[src/rtl/uart_rcv_if.sv]
// Byte-level link between the UART receiver and the command/packet layer.
// The receiver uses the slave modport; the consumer uses the master modport.
interface uart_rcv_if;
  logic       RX;
  logic       clr_rdy;
  logic [7:0] rx_data;
  logic       rdy;
  logic       frm_err;
  logic       ovr_err;

  modport master (output RX, output clr_rdy,
                  input  rx_data, input rdy, input frm_err, input ovr_err);
  modport slave  (input  RX, input clr_rdy,
                  output rx_data, output rdy, output frm_err, output ovr_err);
endinterface

[src/rtl/uart_rcv.sv]
// 8N1 serial receiver: synchronizes RX, samples mid-bit, and hands each byte to
// the consumer with a ready flag plus sticky framing/overrun flags.
module uart_rcv #(
  parameter int BAUD_CYCLES = 2604,
  parameter int HALF_CYCLES = BAUD_CYCLES / 2
) (
  input  logic     clk,
  input  logic     rst_n,
  uart_rcv_if.slave bus
);

  typedef enum logic [2:0] {
    IDLE      = 3'd0,
    START     = 3'd1,
    DATA      = 3'd2,
    STOP      = 3'd3,
    WAIT_HIGH = 3'd4
  } state_t;

  localparam logic [11:0] BAUD_RELOAD = 12'(BAUD_CYCLES - 1);
  localparam logic [11:0] HALF_RELOAD = 12'(HALF_CYCLES - 1);

  logic       rx_meta_r;
  logic       rx_s;
  state_t     state_r;
  state_t     state_nxt;
  logic [11:0] cnt_r;
  logic [11:0] cnt_nxt;
  logic [3:0] bit_cnt_r;
  logic [3:0] bit_cnt_nxt;
  logic [7:0] shift_r;
  logic [7:0] shift_nxt;
  logic [7:0] rx_data_r;
  logic [7:0] rx_data_nxt;
  logic       rdy_r;
  logic       frm_err_r;
  logic       ovr_err_r;
  logic       rdy_nxt;
  logic       frm_err_nxt;
  logic       ovr_err_nxt;
  logic       strobe_s;
  logic       counting_s;
  logic       rdy_set_s;
  logic       frm_set_s;
  logic       ovr_set_s;

  // Two-flop synchronizer for the asynchronous RX pin; idles high out of reset.
  always_ff @(posedge clk or negedge rst_n) begin
    if (!rst_n) begin
      rx_meta_r <= 1'b1;
      rx_s      <= 1'b1;
    end else begin
      rx_meta_r <= bus.RX;
      rx_s      <= rx_meta_r;
    end
  end

  // FSM state register.
  always_ff @(posedge clk or negedge rst_n) begin
    if (!rst_n) begin
      state_r <= IDLE;
    end else begin
      state_r <= state_nxt;
    end
  end

  // Next-state, baud/bit counters, shifter and flag set/clear decisions.
  always_comb begin
    counting_s  = (state_r != IDLE) && (state_r != WAIT_HIGH);
    strobe_s    = counting_s && (cnt_r == 12'd0);
    state_nxt   = state_r;
    bit_cnt_nxt = bit_cnt_r;
    shift_nxt   = shift_r;
    rx_data_nxt = rx_data_r;
    rdy_set_s   = 1'b0;
    frm_set_s   = 1'b0;
    ovr_set_s   = 1'b0;

    if (strobe_s) begin
      cnt_nxt = BAUD_RELOAD;
    end else if (counting_s) begin
      cnt_nxt = cnt_r - 12'd1;
    end else begin
      cnt_nxt = cnt_r;
    end

    case (state_r)
      IDLE: begin
        if (!rx_s) begin
          state_nxt = START;
          cnt_nxt   = HALF_RELOAD;
        end else begin
          state_nxt = IDLE;
        end
      end
      START: begin
        if (strobe_s) begin
          if (rx_s) begin
            state_nxt = IDLE;
          end else begin
            state_nxt   = DATA;
            bit_cnt_nxt = 4'd0;
          end
        end else begin
          state_nxt = START;
        end
      end
      DATA: begin
        if (strobe_s) begin
          shift_nxt   = {rx_s, shift_r[7:1]};
          bit_cnt_nxt = bit_cnt_r + 4'd1;
          if (bit_cnt_r == 4'd7) begin
            state_nxt = STOP;
          end else begin
            state_nxt = DATA;
          end
        end else begin
          state_nxt = DATA;
        end
      end
      STOP: begin
        if (strobe_s) begin
          if (rx_s) begin
            rx_data_nxt = shift_r;
            rdy_set_s   = 1'b1;
            ovr_set_s   = rdy_r && !bus.clr_rdy;
            state_nxt   = IDLE;
          end else begin
            frm_set_s = 1'b1;
            state_nxt = WAIT_HIGH;
          end
        end else begin
          state_nxt = STOP;
        end
      end
      WAIT_HIGH: begin
        // A break or stuck-low line must not look like a fresh start bit.
        if (rx_s) begin
          state_nxt = IDLE;
        end else begin
          state_nxt = WAIT_HIGH;
        end
      end
      default: begin
        state_nxt = IDLE;
      end
    endcase

    // A set beats a simultaneous acknowledge for the same flag.
    rdy_nxt     = rdy_set_s ? 1'b1 : (bus.clr_rdy ? 1'b0 : rdy_r);
    frm_err_nxt = frm_set_s ? 1'b1 : (bus.clr_rdy ? 1'b0 : frm_err_r);
    ovr_err_nxt = ovr_set_s ? 1'b1 : (bus.clr_rdy ? 1'b0 : ovr_err_r);
  end

  // Datapath and output registers.
  always_ff @(posedge clk or negedge rst_n) begin
    if (!rst_n) begin
      cnt_r     <= 12'd0;
      bit_cnt_r <= 4'd0;
      shift_r   <= 8'h00;
      rx_data_r <= 8'h00;
      rdy_r     <= 1'b0;
      frm_err_r <= 1'b0;
      ovr_err_r <= 1'b0;
    end else begin
      cnt_r     <= cnt_nxt;
      bit_cnt_r <= bit_cnt_nxt;
      shift_r   <= shift_nxt;
      rx_data_r <= rx_data_nxt;
      rdy_r     <= rdy_nxt;
      frm_err_r <= frm_err_nxt;
      ovr_err_r <= ovr_err_nxt;
    end
  end

  assign bus.rx_data = rx_data_r;
  assign bus.rdy     = rdy_r;
  assign bus.frm_err = frm_err_r;
  assign bus.ovr_err = ovr_err_r;

endmodule

[src/flat_wrapper.sv]
// flat-port wrapper written by rule: the top's interface ports become plain ports
module uart_rcv_flat 
#(
  parameter int BAUD_CYCLES = 2604,
  parameter int HALF_CYCLES = BAUD_CYCLES / 2
)
  (clk, rst_n, bus_RX, bus_clr_rdy, bus_rx_data, bus_rdy, bus_frm_err, bus_ovr_err);
  uart_rcv_if bus_i ();
  input  logic clk;
  input  logic rst_n;
  input wire logic [$bits(bus_i.RX)-1:0] bus_RX;
  input wire logic [$bits(bus_i.clr_rdy)-1:0] bus_clr_rdy;
  output wire logic [$bits(bus_i.rx_data)-1:0] bus_rx_data;
  output wire logic [$bits(bus_i.rdy)-1:0] bus_rdy;
  output wire logic [$bits(bus_i.frm_err)-1:0] bus_frm_err;
  output wire logic [$bits(bus_i.ovr_err)-1:0] bus_ovr_err;
  assign bus_i.RX = bus_RX;
  assign bus_i.clr_rdy = bus_clr_rdy;
  assign bus_rx_data = bus_i.rx_data;
  assign bus_rdy = bus_i.rdy;
  assign bus_frm_err = bus_i.frm_err;
  assign bus_ovr_err = bus_i.ovr_err;
  uart_rcv #(.BAUD_CYCLES(BAUD_CYCLES), .HALF_CYCLES(HALF_CYCLES)) u_core (.clk(clk), .rst_n(rst_n), .bus(bus_i));
endmodule
[config.mk]
export PLATFORM = sky130hd
export DESIGN_NAME = uart_rcv_flat
export DESIGN_NICKNAME = d
export VERILOG_FILES = /design/src/rtl/uart_rcv_if.sv /design/src/rtl/uart_rcv.sv /design/src/flat_wrapper.sv
export SDC_FILE = /design/constraint.sdc
export NUM_CORES = 1
export LEC_CHECK = 0
export CORE_ASPECT_RATIO = 1.5
export CORE_UTILIZATION = 35
export DETAILED_ROUTE_END_ITERATION = 8
export HOLD_SLACK_MARGIN = 0.08
export PLACE_DENSITY = 0.49
export SETUP_SLACK_MARGIN = 0.3
export SLEW_MARGIN = 20
export SYNTH_ARGS = -nofsm -noshare
export SYNTH_HDL_FRONTEND = slang
export SYNTH_SLANG_ARGS = --single-unit
export TNS_END_PERCENT = 5
[constraint.sdc]
create_clock -name clk -period 2.8 [get_ports clk]
set_input_delay 0.28 -clock clk [delete_from_list [all_inputs] [get_ports clk]]
set_output_delay 0.28 -clock clk [all_outputs]
set_load 0.1 [all_outputs]
==> run summary <==
antenna cells - 0
first-pass GRT wire length - 6513 um
Post-DP Area - 2088 sq um
TritonCTS Sinks - 40
Slew Limit Fails - 0
area of the die - 5772 sq um
# setup viols final - 0
Synth Warn # - 0
MaxCap Viol Count - 0
final setup TNS - 0 ns
Syn Nets - 166
post-synthesis compound-gate area fraction - 9.876%
clock share of power - 40.3%
slowest CP cell - or4_4
Psw - 220.5 uW
Hold-fix buffers, CTS - 0
ys flop type - dfrtp_1
largest family of logic cells by synthesized area - simple AND/OR/NAND/NOR gates
Hold Crit Class - primary input to asynchronous set/reset pin
Power Internal - 784.5 uW
Async SR Flop Fraction - 100.0%
register area share after synthesis - 52.45%
Total GRT Usage - 14.70%
most common cell after layout, fill and taps aside - dfrtp_1
Bufs on Longest Clock Path - 2
detailed placer's ending HPWL - 2743 um
worst slew pin tran - 0.8661 ns
DRC - 0
layout cells sized above 1 - 28.18%
Worst setup EP type - register
Core ar. - 5205 sq um
initial core utilization - 36.75%
drt first pass iters - 4
status - finished clean
CTS tree - done
RSZ-0062 raised after global routing - yes
Fin. Hold Viols - 0
Crit Path Max Fanout - 8
clk_lat worst skew - 0.29 ns
die width - 62.37 um
DRT iter0 DRCs - 42
commonest non-fill, non-tap cells in the layout - dfrtp_1, buf_4, nand2_1
Area Overhead vs Synth - 14.06%
Critical Path RT - 2.98 ns
Post-DRT Antenna Nets - 0
xor/xnor share of the synthesized area - 2.747%
CP bufs+invs - 0
crit path kind - register to register
area of the mapped netlist - 1913 sq um
post-synthesis adder-cell area fraction - 1.962%
slew margin rel. - 42.26%
Max IR drop VDD - 0.3354 mV
Crit path largest cell delay - 0.62 ns
register bit total from synthesis - 40
period utilization - 87.86%
post-synthesis cell type count - 44
Cell Chain, Critical Path - or3_4 -> or4b_4 -> or4_4 -> mux2_4
# rows - 32
CP arrival - 2.64 ns
vias per inst - 5.233
largest net degree at the start of global routing - 41
Final GP Congestion - 0.7503
clock root cell - clkbuf_8
Setup WS post-layout - 0.3400 ns
Final Skew - 0.002829 ns
simple-gate area share of the yosys netlist - 17.59%
Final nets - 187
pre-CTS setup slack - 0.3462 ns
post-layout min period - 2.460 ns
Clock Pin Slew Worst Setup and Hold Paths - 0.08 ns
design area - 2182 sq um
number of I/O port buffers - 14
die span in y - 92.55 um
antenna violations before repair - 0
gate count of the mapped netlist - 159
Reg power frac - 57.8%
H-tree depth - 2
global route total overflow - 0
CTS buffer count - 5
crit start category - register
PD cells - 460.6 nW/um^2
Max Clock Freq - 406.5 MHz
Resize count post-CTS - 0
mux cell area share after synthesis - 11.51%
share of total power in combinational logic - 1.9%
Sw Share - 21.94%
Leak - 0.0009920 uW
Post-synth EDFFs - 0
vias in the first global route - 1345
Crit path max-delay family - simple AND/OR/NAND/NOR gates
IO Pins - 15
WHS - 0.09708 ns
Post-CTS Setup Repair Bufs - 0
final WL - 3871 um
DR vias - 1303
syn avg cell area - 12.03 sq um
DR WL/cell - 15.55 um
kinds of logic (layout without fill, tap and decap cells):
kind of cell | count (synthesis) | after routing
adders and majority gates | 3 | 3
DFF | 40 | 40
muxes | 17 | 17
AOI/OAI and AO/OA | 29 | 29
buffers and inverters | 10 | 32
xor gates and xnor gates | 6 | 6
and+or+nand+nor | 54 | 54
area by class of cell:
type | instances | area, sq um
Tap cell | 68 | 85.08
Clock inverter | 1 | 7.507
Sequential cell | 40 | 1003
Clock buffer | 7 | 86.33
Fill cell | 539 | 3023
Timing Repair Buffer | 19 | 145.1
Multi-Input combinational cell | 109 | 835.8
Inverter | 5 | 18.77
synthesized netlist by cell type (3+ instances only):
| library cell | count | area share, % |
|---|---|---|
| a21oi_1 | 4 | 1.0 |
| a31oi_1 | 4 | 1.3 |
| clkbuf_1 | 3 | 0.59 |
| dfrtp_1 | 38 | 50 |
| ha_1 | 3 | 2.0 |
| inv_1 | 5 | 0.98 |
| mux2_2 | 8 | 4.7 |
| mux2_4 | 8 | 6.3 |
| nand2_1 | 10 | 2.0 |
| nand3_1 | 6 | 1.6 |
| nand4_1 | 4 | 1.3 |
| nor2_1 | 4 | 0.78 |
| nor2b_1 | 3 | 0.98 |
| nor3_1 | 8 | 2.1 |
| o21ai_0 | 9 | 2.4 |
| or3_2 | 3 | 1.2 |
| xnor2_1 | 3 | 1.4 |
| xor2_1 | 3 | 1.4 |
sequential cells by signal, summed over array words and instances, names as in the netlist:
name and count:
u_core.bit_cnt_r 4, u_core.bus.frm_err 1, u_core.bus.ovr_err 1, u_core.bus.rdy 1, u_core.bus.rx_data 8, u_core.cnt_r 12, u_core.rx_meta_r 1, u_core.rx_s 1
u_core.shift_r 8, u_core.state_r 3
layer usage:
| layer | track usage [%] | wire length [um] | vias to the layer above |
|---|---|---|---|
| met4 | 6.395 | 71 | 0 |
| met5 | 0 | 0 | - |
| met1 | 16.65 | 1690 | 652 |
| met3 | 3.079 | 88 | 6 |
| met2 | 26.37 | 2020 | 19 |
| li1 | - | - | 626 |
worst paths after layout:
kind | slack (ns) | endpoint | depth (start not counted) | startpoint
worst max register to register | 0.34 | u_core.shift_r[2] | 4 | u_core.cnt_r[8]
max in group asynchronous | 2.16 | u_core.bit_cnt_r[2] | 1 | rst_n
min in group clk | 0.36 | u_core.rx_s | 0 | u_core.rx_meta_r
worst min register to register | 0.36 | u_core.rx_s | 0 | u_core.rx_meta_r
worst max-delay path | 0.34 | u_core.shift_r[2] | 4 | u_core.cnt_r[8]
worst min-delay path | 0.1 | u_core.cnt_r[2] | 1 | rst_n
power by group through the flow:
stage	combinational (uW)	sequential, uW	clock, uW
6_report	18.8	581	405
5_1_grt	23.1	582	441
4_1_cts	20.4	581	419
3_5_place_dp	20.4	593	0
3_3_place_gp	19.9	593	0
2_1_floorplan	4.06	592	0
through the flow:
| stage | utilization (%) | std cells | power, uW |
|---|---|---|---|
| 2_1_floorplan | - | 159 | 596.4 |
| 3_3_place_gp | 40.12 | 241 | 612.6 |
| 3_5_place_dp | 40.12 | 241 | 613.1 |
| 4_1_cts | 41.92 | 249 | 1020 |
| 5_1_grt | 41.92 | 249 | 1046 |
| 6_report | 41.92 | 249 | 1005 |
(Power assumes the default switching activity.)
